[src/rtl/rst_seq.sv]
// Staged reset sequencer: releases subsystem resets one at a time after lock,
// with per-stage ready handshakes, lock-loss restart and timeout faults.
module rst_seq #(
    parameter int N_STAGES  = 3,
    parameter int STAGE_DLY = 16,
    parameter int TIMEOUT   = 1024
) (
    input  logic                clk,
    input  logic                reset,
    input  logic                lock_in,
    input  logic                soft_rst_req,
    input  logic [N_STAGES-1:0] stage_rdy,
    output logic [N_STAGES-1:0] stage_rst,
    output logic                all_ready,
    output logic                fault,
    output logic [7:0]          relock_cnt,
    output logic [2:0]          state
);

    localparam int CMAX = (STAGE_DLY > TIMEOUT) ? STAGE_DLY : TIMEOUT;
    localparam int CW   = $clog2(CMAX);
    localparam int IW   = (N_STAGES > 1) ? $clog2(N_STAGES) : 1;

    localparam logic [CW-1:0] DLY_END = CW'(STAGE_DLY - 1);
    localparam logic [CW-1:0] TO_END  = CW'(TIMEOUT - 1);
    localparam logic [IW-1:0] LAST    = IW'(N_STAGES - 1);

    typedef enum logic [2:0] {
        S_HOLD      = 3'd0,
        S_WAIT_LOCK = 3'd1,
        S_WAIT_DLY  = 3'd2,
        S_WAIT_RDY  = 3'd3,
        S_RUN       = 3'd4,
        S_FAULT     = 3'd5
    } state_t;

    state_t        st;
    logic [CW-1:0] cnt;
    logic [IW-1:0] idx;
    logic [1:0]    sync;
    logic          lock_s;
    logic          first_lock;
    logic          lock_loss;

    assign state  = st;
    assign lock_s = sync[1];

    // Lock loss only matters once the sequence has started releasing stages.
    assign lock_loss = !lock_s &&
                       (st == S_WAIT_DLY || st == S_WAIT_RDY || st == S_RUN);

    always_ff @(posedge clk) begin
        if (reset) sync <= 2'b00;
        else       sync <= {sync[0], lock_in};
    end

    always_ff @(posedge clk) begin
        if (reset) begin
            st         <= S_HOLD;
            stage_rst  <= '1;
            all_ready  <= 1'b0;
            fault      <= 1'b0;
            relock_cnt <= 8'd0;
            cnt        <= '0;
            idx        <= '0;
            first_lock <= 1'b0;
        end else if (soft_rst_req && st != S_HOLD) begin
            st        <= S_HOLD;
            stage_rst <= '1;
            all_ready <= 1'b0;
            fault     <= 1'b0;
            cnt       <= '0;
            idx       <= '0;
        end else if (lock_loss) begin
            st        <= S_HOLD;
            stage_rst <= '1;
            all_ready <= 1'b0;
            cnt       <= '0;
            idx       <= '0;
            if (first_lock && relock_cnt != 8'hFF)
                relock_cnt <= relock_cnt + 8'd1;
        end else begin
            unique case (st)
                S_HOLD: begin
                    if (cnt == DLY_END) begin
                        st  <= S_WAIT_LOCK;
                        cnt <= '0;
                    end else begin
                        cnt <= cnt + 1'b1;
                    end
                end
                S_WAIT_LOCK: begin
                    if (lock_s) begin
                        st         <= S_WAIT_DLY;
                        idx        <= '0;
                        cnt        <= '0;
                        first_lock <= 1'b1;
                    end else if (cnt == TO_END) begin
                        st        <= S_FAULT;
                        stage_rst <= '1;
                        all_ready <= 1'b0;
                        fault     <= 1'b1;
                        cnt       <= '0;
                    end else begin
                        cnt <= cnt + 1'b1;
                    end
                end
                S_WAIT_DLY: begin
                    if (cnt == DLY_END) begin
                        stage_rst[idx] <= 1'b0;
                        st             <= S_WAIT_RDY;
                        cnt            <= '0;
                    end else begin
                        cnt <= cnt + 1'b1;
                    end
                end
                S_WAIT_RDY: begin
                    // Ready beats a coincident timeout.
                    if (stage_rdy[idx]) begin
                        cnt <= '0;
                        if (idx == LAST) begin
                            st        <= S_RUN;
                            all_ready <= 1'b1;
                        end else begin
                            idx <= idx + 1'b1;
                            st  <= S_WAIT_DLY;
                        end
                    end else if (cnt == TO_END) begin
                        st        <= S_FAULT;
                        stage_rst <= '1;
                        all_ready <= 1'b0;
                        fault     <= 1'b1;
                        cnt       <= '0;
                    end else begin
                        cnt <= cnt + 1'b1;
                    end
                end
                S_RUN: begin
                    cnt <= '0;
                end
                S_FAULT: begin
                    stage_rst <= '1;
                    all_ready <= 1'b0;
                    fault     <= 1'b1;
                    cnt       <= '0;
                end
                default: begin
                    st        <= S_HOLD;
                    stage_rst <= '1;
                    all_ready <= 1'b0;
                    cnt       <= '0;
                    idx       <= '0;
                end
            endcase
        end
    end

endmodule

[config.mk]
export PLATFORM = sky130hd
export DESIGN_NAME = rst_seq
export DESIGN_NICKNAME = d
export VERILOG_FILES = /design/src/rtl/rst_seq.sv
export SDC_FILE = /design/constraint.sdc
export NUM_CORES = 1
export LEC_CHECK = 0
export CORE_MARGIN = 4
export CORE_UTILIZATION = 40
export DETAILED_ROUTE_END_ITERATION = 8
export PLACE_DENSITY = 0.65
export SYNTH_ARGS = -nofsm -noshare
export SYNTH_HDL_FRONTEND = slang
export SYNTH_SLANG_ARGS = --single-unit
[constraint.sdc]
create_clock -name clk -period 3.5 [get_ports clk]
set_input_delay 0.875 -clock clk [delete_from_list [all_inputs] [get_ports clk]]
set_output_delay 0.875 -clock clk [all_outputs]
set_load 0.01 [all_outputs]
==> metrics.md <==
| Metric | Value |
|---|---|
| Post-synthesis sequential area ratio | 38.2% |
| GRT overflow | 0 |
| Bufs and invs on worst path | 1 |
| Seq cells post-synth | 31 |
| First-pass GRT wire length | roughly 6000 um |
| Cell Count, Final, Fillers Out | between 200 and 300 |
| Post-Route WL | 3350 um |
| H-tree depth | 2 |
| Hold_sp | cnt[0]$_SDFF_PP0_ |
| CP Capture Type | output pin |
| Final instance area | 1960 sq um |
| Routability cong. | slightly below 0.8 |
| Static Leak | 0.649 nW |
| Cell area after synthesis | 1630 sq um |
| Clock slew seen by the registers of the worst setup and hold paths | 0.07 ns |
| Syn. warnings | 0 |
| Starting DRT DRC Count | 63 |
| Simple-Gate Fraction of Synth Area | 24.6% |
| Min Tclk post-route | 2.46 ns |
| Antenna Nets Post-Route | 0 |
| CP max stage cell | dfxtp_1 |
| Starting Density | 42.8% |
| Num ports | 23 |
| # nets final | 224 |
| Number of distinct library cells after synthesis | 48 |
| WP data arrival | 1.59 ns |
| R2R Path Start | state[0]$_SDFFE_PP0P_ |
| Detailed placement HPWL | 2400 um |
| Final Hold Vio Count | 0 |
| GR Util met3 | 4.21% |
| Outcome | completed |
| Cell Rows | 22 |
| Worst path cell trace | clkdlybuf4s50_1 |
| Worst-Margin Slew | 0.713 ns |
| Post-Synthesis Cells | around 190 |
| Mean post-synth cell area | 8.65 sq um |
| Sink Count | 31 |
| Hold WS | approximately 0.45 ns |
| Fin crit share | 70.4% |
| Die Area | 5150 sq um |
| Most used routing layer | met2 |
| TNS Setup | 0 ns |
| Most frequent cells in the layout | dfxtp_1 (31), nor2_1 (28), clkdlybuf4s50_1 (22) |
| Achievable Freq | 0.406 GHz |
| Adder-cell share of the synthesized area | 3.85% |
| Hold-fix buffers, CTS | 0 |
| # diodes | 0 |
| WL/cell | 12.9 um |
| Via-to-Cell Ratio | ~5.5 |
| Maximum buffer depth of the clock tree | 2 |
| Total power | 0.000682 W |
| Setup-failing EPs final | 0 |
| Pre-antenna DRT Iters | 5 |
| Crit path max fanout | 17 |
| Max-cap check violation count | 0 |
| Routing usage on met2 | roughly a fifth |
| Clock Skew | 0.00829 ns |
| Vias in the first global route | about 1300 |
| CP startpoint kind | flop |
| CORE AREA | 3800 sq um |
| Port bufs | 22 |
| Via count | ~1400 |
| # fillers | 364 |
| Crit path required time | 2.62 ns |
| Post-Synth XOR/XNOR Area | under 10% |
| Tot GR Track Use | 14.1% |
| Syn_nets | 200 |
| Commonest non-fill, non-tap cell in the layout | dfxtp_1 |
| Clock buffer count from CTS | 5 |
| Post-route DRC | 0 |
| RSZ-0062 raised after global routing | false |
| Synth Area in Compound Gates | 21.0% |
| Skew-Pair Late Insertion Delay | 0.28 ns |
| Fraction of layout cells with a size suffix above 1 | about 7.1% |
| Fin. max-slew vios | 0 |
| Top FF cell, synth | dfxtp_1 |
| Largest net degree at the start of global routing | 27 |
| Mux contribution to synthesized area | around 1.3% |
| Syn-to-layout area delta | 20.6% |
| CTS resizes | 0 |
| Pwr dens | 348 nW/um^2 |
| Critical path origin | state[2]$_SDFFE_PP0P_ |
| HP Class | flop to flop |
| DP Area | 1870 sq um |
| Worst VDD drop | about 0.27 mV |
| Kind of critical path | flop to output pin |
| Chip height | approximately 72 um |
| CP top delay family | flip-flops |
| Placed Cells | 253 |
| Post-synth ARST share | 0% |
| CP max stage delay | 0.65 ns |
| Met1 Usage GRT | between 10% and 20% |
| CTS tree | built |
| Post-synth EDFFs | 0 |
| CTS root buffer | clkbuf_8 |
| Largest family of logic cells by synthesized area | simple AND/OR/NAND/NOR gates |
| Max_slew headroom | between 50% and 60% |
| Die Width | between 70 and 80 um |
| Postcts setup bufs | 0 |
| Initial antenna violation count | 0 |
through the flow:
step | util [%] | setup WS (ns)
5_1_grt | 51.6 | 0.933
3_3_place_gp | 49.3 | 0.899
2_1_floorplan | - | 1.49
3_5_place_dp | 49.3 | 0.816
4_1_cts | 51.6 | 1.02
6_report | 51.6 | 1.04
worst paths after layout:
kind                                          end  slack (ns)  depth (start not counted)
worst max-delay path                     state[2]        1.04                          1
worst min-delay path            cnt[0]$_SDFF_PP0_        0.45                          1
worst max register to register  cnt[9]$_SDFF_PP0_        1.39                          5
worst min register to register  cnt[0]$_SDFF_PP0_        0.45                          1
final cells by class:
class / count / area [sq um] / area share (%)
Clock buffer: 6 / 82.6 / 4.21
Clock inverter: 1 / 5.00 / 0.255
Inverter: 4 / 15.0 / 0.766
Multi-Input combinational cell: 147 / 948 / 48.4
Sequential cell: 31 / 621 / 31.7
Tap cell: 48 / 60.1 / 3.07
Timing Repair Buffer: 23 / 228 / 11.6
registers in the layout, summed over array words and instances, names as in the netlist:
| name | flops |
|---|---|
| relock_cnt | 8 |
| stage_rst | 3 |
| idx | 2 |
| first_lock | 1 |
| all_ready | 1 |
| cnt | 10 |
| state | 3 |
| fault | 1 |
| sync | 2 |
cells by family after synthesis:
group           Yosys count
compound gates           45
xor+xnor                 14
fa+ha+maj                 5
buf+inv                  10
flops                    31
mux                       2
simple gates             81
cell usage after synthesis (all sizes together) (2+ instances only):
| library cell | number | area [sq um] |
|---|---|---|
| nand2b | 3 | 18.8 |
| nor2 | 28 | 105 |
| nor2b | 5 | 31.3 |
| a21o | 5 | 38.8 |
| inv | 4 | 15.0 |
| nor3 | 5 | 25.0 |
| o22ai | 2 | 12.5 |
| clkbuf | 5 | 30.0 |
| xnor2 | 11 | 96.3 |
| dfxtp | 31 | 621 |
| nand3 | 12 | 60.1 |
| a311oi | 2 | 35.0 |
| o211ai | 2 | 15.0 |
| nor4 | 3 | 18.8 |
| nand4 | 4 | 25.0 |
| xor2 | 3 | 26.3 |
| o21bai | 2 | 18.8 |
| a21oi | 11 | 55.1 |
| or3 | 2 | 12.5 |
| nand2 | 11 | 41.3 |
| o21ai | 6 | 30.0 |
| nor3b | 5 | 37.5 |
| ha | 5 | 62.6 |
| a211oi | 3 | 22.5 |
where the power goes:
group / switching [W] / total [W] / internal [W]
Sequential: 0.00000526 / 0.000364 / 0.000359
Combinational: 0.0000195 / 0.0000355 / 0.0000161
Clock: 0.000129 / 0.000283 / 0.000154
per-layer routing:
layer	wire length (um)	part of all wire, %
met1	1640	49
met2	1470	44
met4	57	1.7
met3	179	5.3
met5	0	0
No activity file was read; power rests on OpenSTA's default activity.
==> edit, RTL diff (same settings) <==
Reset style: asynchronous (`reset`), changed in 2 clocked blocks.
--- a/src/rtl/rst_seq.sv
+++ b/src/rtl/rst_seq.sv
@@ -51,3 +51,3 @@
 
-    always_ff @(posedge clk) begin
+    always_ff @(posedge clk or posedge reset) begin
         if (reset) sync <= 2'b00;
@@ -56,3 +56,3 @@
 
-    always_ff @(posedge clk) begin
+    always_ff @(posedge clk or posedge reset) begin
         if (reset) begin
Function: same outputs for any inputs over 10 cycles, from zero or initial values and one cycle with reset high; that may be too few to reach the edited logic, so the function may still have changed.
==> edit against the original RTL <==
Worst setup slack worse by 0.13 ns; sequential cell count stayed put; final area is 8.2% higher; wire length is 1.6% higher; maximum frequency is 5.2% lower; clock skew is 0.0016 ns lower; cell count is 0.38% higher; register-to-register slack better by 0.09 ns; area after synthesis is 10% higher; core utilization is 2.9 points lower; non-clock buffer count stayed put; critical path depth stayed put; critical path type unchanged; largest cell class unchanged.
Power is not compared: it rests on default switching activity, and its combinational part moved more than twofold at a synthesized area within 25%.
==> edit: results (changes against the original RTL) <==
Worst hold path:
- The count of cells along the worst hold path was 0 (-1).

Finish:
- The post-layout instance area came to 2120 um^2 (+8.2%).
- The non-clock buffering overhead in the final layout is 10.7% (-0.88 points).
- The total area of sequential cells is 779 um^2 (+26%).
- The net total in the final layout is 220 (-1.8%).
- The number of clock buffer instances in the layout is 5 (-1).
- The ratio of cells with drive above 1 in the final layout is 13.4% (+6.3 points).

Routing:
- The total via count after detailed routing is 1381 (-2.8%).
- The wire length on met2 is 1600 um (+8.8%).
- The total wire length is 3400 um (+1.6%).
- The routed via count divided by cell count was 5.29 (-3.2%).

GRT:
- The largest net degree at the start of global routing is 32 (+19%).
- The wire length of the first global-routing pass is 6040 um (+3.1%).
- The met1 global-route usage was 18.1% (-0.28 points).
- The via count of the first global-routing pass is 1315 (-0.23%).

Synthesis:
- The per-instance average area after synthesis was 9.54 um^2 (+10%).
- By count the netlist is led by sky130_fd_sc_hd__dfrtp_1, sky130_fd_sc_hd__nor2_1, sky130_fd_sc_hd__nand2_1.
- The fraction of synthesized cell area in xor and xnor cells came to 7.33% (-0.22 points).

Critical path:
- The data arrival time of the critical path was 1.72 ns (+0.13 ns).
- The number of cells on the worst reg-to-reg path is 4 (-1).
- The peak fanout along the critical path is 24 (+7).
- The highest-delay cell along the critical path is sky130_fd_sc_hd__dfrtp_1.
- The worst stage delay on the critical path is 0.78 ns (+0.13 ns).

Timing:
- The portion of the clock cycle consumed by the worst path in the final layout is 74.2% (+3.8 points).
- The worst hold slack is 0.360 ns (-0.0913 ns).

Place:
- The routability-driven placement congestion ratio is 0.803 (+1.3%).
- The standard cell area after detailed placement is 2030 um^2 (+8.4%).

Status:
- The flow ran to the end, and the final reports show no timing, DRC or antenna violations.
[edit: changes by cell type after synthesis, moves of 4 or more]
cell and delta:
sky130_fd_sc_hd__nand3_1 -4, sky130_fd_sc_hd__dfrtp_1 +28, sky130_fd_sc_hd__nor2_2 +9, sky130_fd_sc_hd__a21oi_1 -8
sky130_fd_sc_hd__nor3b_1 -4, sky130_fd_sc_hd__buf_2 +4, sky130_fd_sc_hd__nor2_1 -7, sky130_fd_sc_hd__dfxtp_1 -31
[edit: worst register-to-register path: cells and delay by family (launching register included)]
family / cells / cell delay (ns)
and+or+nand+nor: 1 / 0.25
DFF: 1 / 0.63
AOI/OAI and AO/OA: 1 / 0.55
muxes: 2 / 0.48
[edit: report_power, final]
part	internal, mW	switching, mW	total [mW]	leakage, nW
clock	0.142	0.147	0.288	0.0408
sequential	0.429	0.0978	0.527	0.408
combinational	0.199	0.222	0.421	0.445
total	0.770	0.467	1.24	0.893
